<file path="src/rtl/fact_pkg.sv">
// Shared types and default widths for the iterative factorial engine.
// Optional overflow detection is enabled with FACT_OVF_DETECT_EN.
package fact_pkg;

    typedef enum logic [1:0] {
        IDLE = 2'd0,
        CALC = 2'd1,
        DONE = 2'd2
    } fact_state_t;

    localparam int FACT_N_W       = 5;
    localparam int FACT_OUT_W     = 64;
    // Largest n whose factorial fits in FACT_OUT_W bits
    localparam int FACT_MAX_EXACT = 20;

endpackage

</file>
<file path="src/rtl/fact_mul_step.sv">
// One iteration of the factorial loop: acc*cnt truncated to OUT_W bits.
// With FACT_OVF_DETECT_EN an overflow flag reports lost upper product bits.
module fact_mul_step
    import fact_pkg::*;
#(
    parameter int N_W   = FACT_N_W,
    parameter int OUT_W = FACT_OUT_W
) (
    input  logic [OUT_W-1:0] i_acc,
    input  logic [N_W:0]     i_cnt,
`ifdef FACT_OVF_DETECT_EN
    output logic             o_ovf,
`endif
    output logic [OUT_W-1:0] o_prod
);

`ifdef FACT_OVF_DETECT_EN
    logic [OUT_W+N_W:0] w_full;

    assign w_full = {{(N_W+1){1'b0}}, i_acc} * {{OUT_W{1'b0}}, i_cnt};
    assign o_prod = w_full[OUT_W-1:0];
    assign o_ovf  = |w_full[OUT_W+N_W:OUT_W];
`else
    // Only the kept bits are formed; the result wraps modulo 2^OUT_W
    assign o_prod = i_acc * {{(OUT_W-N_W-1){1'b0}}, i_cnt};
`endif

endmodule

</file>
<file path="src/rtl/fact_seq_engine.sv">
// Handshaked factorial engine: accepts n, multiplies once per clock, holds n! until taken.
// Define FACT_OVF_DETECT_EN to flag results that exceeded OUT_W bits on out_ovf.
module fact_seq_engine
    import fact_pkg::*;
#(
    parameter int N_W   = FACT_N_W,
    parameter int OUT_W = FACT_OUT_W
) (
    input  logic             clk,
    input  logic             rst,
    input  logic             in_valid,
    output logic             in_ready,
    input  logic [N_W-1:0]   in_n,
    output logic             out_valid,
    input  logic             out_ready,
    output logic [OUT_W-1:0] out_fact,
    output logic             out_ovf
);

    fact_state_t      r_state;
    logic [N_W-1:0]   r_n;
    logic [OUT_W-1:0] r_acc;
    // One bit wider than n so the loop exits cleanly at n = 2^N_W-1
    logic [N_W:0]     r_cnt;
    logic             r_in_ready;
    logic             r_out_valid;
    logic [OUT_W-1:0] r_out_fact;
    logic [OUT_W-1:0] w_prod;
    logic             w_last;

    assign w_last = r_cnt > {1'b0, r_n};

`ifdef FACT_OVF_DETECT_EN
    logic r_ovf;
    logic r_out_ovf;
    logic w_mul_ovf;

    fact_mul_step #(.N_W(N_W), .OUT_W(OUT_W)) u_mul (
        .i_acc  (r_acc),
        .i_cnt  (r_cnt),
        .o_ovf  (w_mul_ovf),
        .o_prod (w_prod)
    );

    assign out_ovf = r_out_ovf;
`else
    fact_mul_step #(.N_W(N_W), .OUT_W(OUT_W)) u_mul (
        .i_acc  (r_acc),
        .i_cnt  (r_cnt),
        .o_prod (w_prod)
    );

    assign out_ovf = 1'b0;
`endif

    always_ff @(posedge clk or posedge rst) begin
        if (rst) begin
            r_state     <= IDLE;
            r_n         <= '0;
            r_acc       <= OUT_W'(1);
            r_cnt       <= (N_W+1)'(2);
            r_in_ready  <= 1'b1;
            r_out_valid <= 1'b0;
            r_out_fact  <= '0;
`ifdef FACT_OVF_DETECT_EN
            r_ovf       <= 1'b0;
            r_out_ovf   <= 1'b0;
`endif
        end else begin
            case (r_state)
                IDLE: begin
                    if (in_valid && r_in_ready) begin
                        r_n        <= in_n;
                        r_acc      <= OUT_W'(1);
                        r_cnt      <= (N_W+1)'(2);
                        r_in_ready <= 1'b0;
                        r_state    <= CALC;
`ifdef FACT_OVF_DETECT_EN
                        r_ovf      <= 1'b0;
`endif
                    end
                end
                CALC: begin
                    if (w_last) begin
                        r_out_fact  <= r_acc;
                        r_out_valid <= 1'b1;
                        r_state     <= DONE;
`ifdef FACT_OVF_DETECT_EN
                        r_out_ovf   <= r_ovf;
`endif
                    end else begin
                        r_acc <= w_prod;
                        r_cnt <= r_cnt + 1'b1;
`ifdef FACT_OVF_DETECT_EN
                        r_ovf <= r_ovf | w_mul_ovf;
`endif
                    end
                end
                DONE: begin
                    // in_ready returns one cycle after the output handshake
                    if (out_ready) begin
                        r_out_valid <= 1'b0;
                        r_in_ready  <= 1'b1;
                        r_state     <= IDLE;
                    end
                end
                default: r_state <= IDLE;
            endcase
        end
    end

    assign in_ready  = r_in_ready;
    assign out_valid = r_out_valid;
    assign out_fact  = r_out_fact;

endmodule
</file>
<file path="config.mk">
export PLATFORM = sky130hd
export DESIGN_NAME = fact_seq_engine
export DESIGN_NICKNAME = d
export VERILOG_FILES = /design/src/rtl/fact_pkg.sv /design/src/rtl/fact_mul_step.sv /design/src/rtl/fact_seq_engine.sv
export SDC_FILE = /design/constraint.sdc
export NUM_CORES = 1
export LEC_CHECK = 0
export CORE_MARGIN = 8
export CORE_UTILIZATION = 40
export DETAILED_ROUTE_END_ITERATION = 6
export PLACE_DENSITY_LB_ADDON = 0.08
export REMOVE_ABC_BUFFERS = 1
export SLEW_MARGIN = 5
export SYNTH_ARGS = -nofsm -noshare
export SYNTH_HDL_FRONTEND = slang
export SYNTH_SLANG_ARGS = --single-unit
</file>
<file path="constraint.sdc">
create_clock -name clk -period 12.1 [get_ports clk]
set_input_delay 2.42 -clock clk [delete_from_list [all_inputs] [get_ports clk]]
set_output_delay 2.42 -clock clk [all_outputs]
set_load 0.02 [all_outputs]
</file>
Word-level counts from Yosys, hierarchy flattened
Index checks and enable logic that the tools add are counted.
Word-level totals
  output and inout port bits: 67
  input port bits: 9
  bits in registers: 143
Operators by class
  reductions and logical operators: 11
  $lt $le $gt $ge: 1
  add/subtract/negate cells: 1
  equal/unequal tests: 6
  multiplexer cells: 16
  $mul: 1
Operator list (count)
  2-to-1 mux 64 bit: 2
  one-hot mux 64 bit (2 select lines): 1
  multiplier 64 x 6 -> 64 bit: 1
  2-to-1 mux 6 bit: 2
  one-hot mux 6 bit (2 select lines): 1
  AND reduction 3 bit: 4
  != test 2 bit (second input constant): 4
  adder 6 x 1 -> 6 bit (second input constant): 1
  > comparator 6 x 5 -> 1 bit: 1
  2-to-1 mux 2 bit: 3
  one-hot mux 2 bit (3 select lines): 1
  nonzero test 2 bit: 3
  2-to-1 mux 1 bit: 4
  one-hot mux 1 bit (2 select lines): 2
  AND reduction 2 bit: 2
  equality test 2 x 1 -> 1 bit (second input constant): 1
  equality test 2 bit (second input constant): 1
  logical NOT 2 bit: 1
  logical AND 1 bit: 1

Depth between registers and ports, before layout
  word-level depth: 3
  mapped depth: 20

Hierarchy
A second synthesis with hierarchy kept.
Unflattened totals
  cells, all modules: 1814
  area, all modules: 17692.0 um^2
Modules (own cells, without submodules)
  fact_mul_step: instances 1, seq. area each 0.0 um^2, cells an instance 1448, area an instance 12021.5 um^2
  fact_seq_engine: instances 1, seq. area each 3582.2 um^2, cells an instance 366, area an instance 5670.4 um^2

Worst setup path after synthesis
Ideal clock, no wire load.
  kind: reg-to-reg
  from: reg r_cnt[1]
  to: reg r_acc[54]
  path slack: 7.094 ns
  arrival time: 4.875 ns
  stages on the path, launching flop included: 20
  path buffers: 2
  data required time: 11.969 ns
  library setup time: 0.131 ns
  period minus slack after synthesis: 5.006 ns
  path through: dfstp_2 -> clkbuf_1 -> clkbuf_1 -> and2_1 -> fa_1 -> fa_1 -> inv_1 -> fa_1 -> inv_1 -> ha_1 -> a21o_1 -> a31o_1 -> o21bai_1 -> o2111ai_1 -> a311o_1 -> a41o_1 -> a21o_1 -> a21o_1 -> xnor2_1 -> o21ai_1
Between the ends
  word-level cells in the longest chain between the ends: 3
  elaborated cells between the ends (all ways): 6
Ends and longest elaborated chain
  start, declared: line fact_seq_engine.sv:24  | logic [N_W:0] r_cnt;
  start signal, assigned: line fact_seq_engine.sv:61  | r_cnt <= (N_W+1)'(2);
  start signal, assigned: line fact_seq_engine.sv:75  | r_cnt <= (N_W+1)'(2);
  start signal, assigned: line fact_seq_engine.sv:93  | r_cnt <= r_cnt + 1'b1;
  multiplier 64 x 6 -> 64 bit / > comparator 6 x 5 -> 1 bit (equally long branches): line fact_mul_step.sv:25, fact_seq_engine.sv:31
  2-to-1 mux 64 bit / != test 2 bit (equally long branches)
  one-hot mux 64 bit (2 select lines) / AND reduction 3 bit (equally long branches)
  end signal, assigned: line fact_seq_engine.sv:92  | r_acc <= w_prod;
  end, declared: line fact_seq_engine.sv:22  | logic [OUT_W-1:0] r_acc;
Several ways; a longest one is shown, not always the timed one. The select of a mux whose other input is x is not followed.
A chain may end at the register's enable or synchronous reset.

Worst setup path in the final report
  from: reg r_cnt[1]
  to: reg r_acc[56]
The elaborated chain is that of the path after synthesis.

==> out/metrics.yaml <==
synth_top_area_share: 0.270
grt_pass1_wl_mm: 77.3
setup_viol: 0
start_util: 0.401
io_buffers: 74
post-route-util: 0.439
yosys-top-cells-area: "fa_1, dfrtp_1, and2_1"
nNetsFinal: 2254
antenna_found_initial: 2
yosysMostFrequentCell: "and2_1"
ant_nets: 0
syn_avg_cell_area_um2: 9.13
gp_congestion: 0.882
insertion_delay_ps: 510
slew_violations: 0
cts.sink_count: 143
tightest_slew_ps: 1250
cts_setup_buffers: 0
synth_area_um2: 17600
num_rows: 77
synth_area_leader_cell: "fa_1"
ys_top_cells_by_count: "and2_1, inv_1, fa_1"
cp-start-kind: "register"
fmax_ghz: 0.166
clockBufferDepth: 2
max_stage_delay_ps: 790
viasPerCell: 5.15
synthArstFlopShare: 1.00
vias: 13100
worstPathRequired_ps: 12500
synth_edf_count: 0
path_buf_inv: 3
drive_gt1_frac: 0.0739
max-slew-margin-rel: 0.167
rr_endpoint: "r_acc[56]$_DFFE_PP0P_"
cts_resized: 0
whs_path_depth: 2
overflow: 0
die_x_um: 226
io_pins: 76
dpl_cell_area_um2: 18600
dieArea_um2: 50900
rsz0062_at_grt: "false"
timing.rr.start: "r_cnt[1]$_DFFE_PP1P_"
antenna_cells: 0
grt_pass1_vias: 14400
first_pass_iters: 5
drc: 0
htreeDepth: 4
hold_violations: 0
ys_types: 76
crit_arrival_ps: 6410
wl_per_cell_um: 18.0
endpoint_kind: "register"
first_iter_violations: 663
path_clk_slew_ps: 80
routed_wl_mm: 45.8
setup_tns_ps: 0
maxCapViolCount: 0
cts_hold_buffers: 0
dp_hpwl_mm: 33.2
grt_max_degree: 82
clockRootBuffer: "clkbuf_16"
crit_path_max_fanout: 45
hold_end: "r_n[0]$_DFFE_PP0P_"
ys_seq_area_frac: 0.204
worstHoldStart: "r_n[0]$_DFFE_PP0P_"
yosysWarningCount: 0
synth-main-ff-cell: "dfrtp_1"
status: "finished clean"
critPathTopFamily: "compound AO/OA/AOI/OAI gates"
stdcell_area_um2: 19200
cts_tree: "built"
timing_worst_setup_path_type: "reg2reg"
area_growth_pct: 9.45
die_h_um: 226
hold_class: "reg2reg"
min_period_ps: 6010
finalCritPeriodShare: 0.497
synth_cells: 1925
grt_util_all_layers: 0.192
synth_seq_cells: 143
skew_ps: 16.1
cts_buffers: 17
reg2reg_slack_ps: 6090
crit_chain: "buf_4 > and2_1 > fa_1 > fa_1 > inv_1 > fa_1 > inv_1 > ha_1 > a21oi_1 > o21ai_0 > o21ai_0 > nor3_2 > o31ai_1 > o21a_1 > o21ai_1 > xor2_1 > a22o_1"
cp_slowest_cell: "dfstp_2"
crit_path_frequent_cell: "fa_1"
r2r_cells: 17
coreArea_um2: 43800
==> registers in the layout, summed over array words and instances (netlist names) <==
signal / count
r_cnt: 6
in_ready: 1
r_n: 5
r_acc: 64
out_valid: 1
r_state: 2
out_fact: 64
==> how the worst max path moves through the flow <==
stage | start | end | slack, ps | cells after the start
floorplan | rst | out_fact[0]$_DFFE_PP0P_ | 5850 | 1
global placement | r_cnt[1]$_DFFE_PP1P_ | r_acc[61]$_DFFE_PP0P_ | 6230 | 15
detailed placement | r_cnt[1]$_DFFE_PP1P_ | r_acc[56]$_DFFE_PP0P_ | 6160 | 17
CTS | r_cnt[1]$_DFFE_PP1P_ | r_acc[56]$_DFFE_PP0P_ | 6140 | 17
global route | r_cnt[1]$_DFFE_PP1P_ | r_acc[57]$_DFFE_PP0P_ | 5880 | 18
finish | r_cnt[1]$_DFFE_PP1P_ | r_acc[56]$_DFFE_PP0P_ | 6090 | 17
==> through the flow <==
stage,worst slack [ps],hold slack [ps],std cells
2_1_floorplan,5850,452,1830
3_3_place_gp,6230,484,2509
6_report,6090,498,2541
5_1_grt,5880,513,2541
4_1_cts,6140,506,2541
3_5_place_dp,6160,483,2509
==> worst min-delay path: stages (launching register included) <==
cell	delay [ps]
dfrtp_1	350
nand2_1	60
nand2_1	60
==> area by class of cell <==
type	count	area [µm²]
Inverter	317	1190
Clock inverter	15	185
Multi-Input combinational cell	1370	12300
Tap cell	592	741
Clock buffer	17	425
Timing Repair Buffer	87	838
Sequential cell	143	3590
Fill cell	4438	24600
==> layout by cell type, fill, tap and decap left out, types with 5 or more instances in the layout <==
cell,Yosys,final
a21o_1,23,23
nor2_1,49,49
a31oi_1,5,5
o21ai_0,83,83
ha_1,72,72
clkdlybuf4s50_1,0,74
dfrtp_1,140,135
o21bai_1,13,13
a21oi_1,83,83
buf_4,5,13
xor2_1,28,28
nor2b_1,6,6
o21a_1,9,9
clkbuf_16,0,17
nor4_1,5,5
nand4_1,22,22
nand2_1,121,120
mux2_2,64,64
inv_1,317,316
nor3_1,11,11
clkinv_4,0,5
xnor2_1,38,38
and3_1,6,6
a22o_1,6,6
fa_1,237,237
dfrtp_2,0,5
nand3_1,68,68
and2_1,333,333
o21ai_1,19,19
==> routing by layer <==
metal  vias up  share of wire  global-route usage
met5         -        0.00028                   0
met4         2          0.013              0.0482
met1      6786           0.45               0.243
li1       6098              -                   -
met2       165           0.51               0.337
met3        44          0.029              0.0335
==> cell families (layout without fill, tap and decap cells) <==
group / Yosys count / count (layout) / synth area share
AO/OA/AOI/OAI: 285 / 285 / 0.100
buffers and inverters: 412 / 436 / 0.0994
XOR/XNOR: 66 / 66 / 0.0329
multiplexers: 65 / 65 / 0.0416
flip-flops: 143 / 143 / 0.204
other: 1 / 1 / 0.000213
adder cells (fa/ha/maj): 309 / 309 / 0.321
AND/OR/NAND/NOR: 644 / 644 / 0.201
Power is not shown: default switching activity piles up to over one toggle a cycle in this logic, so the estimate is an artifact.
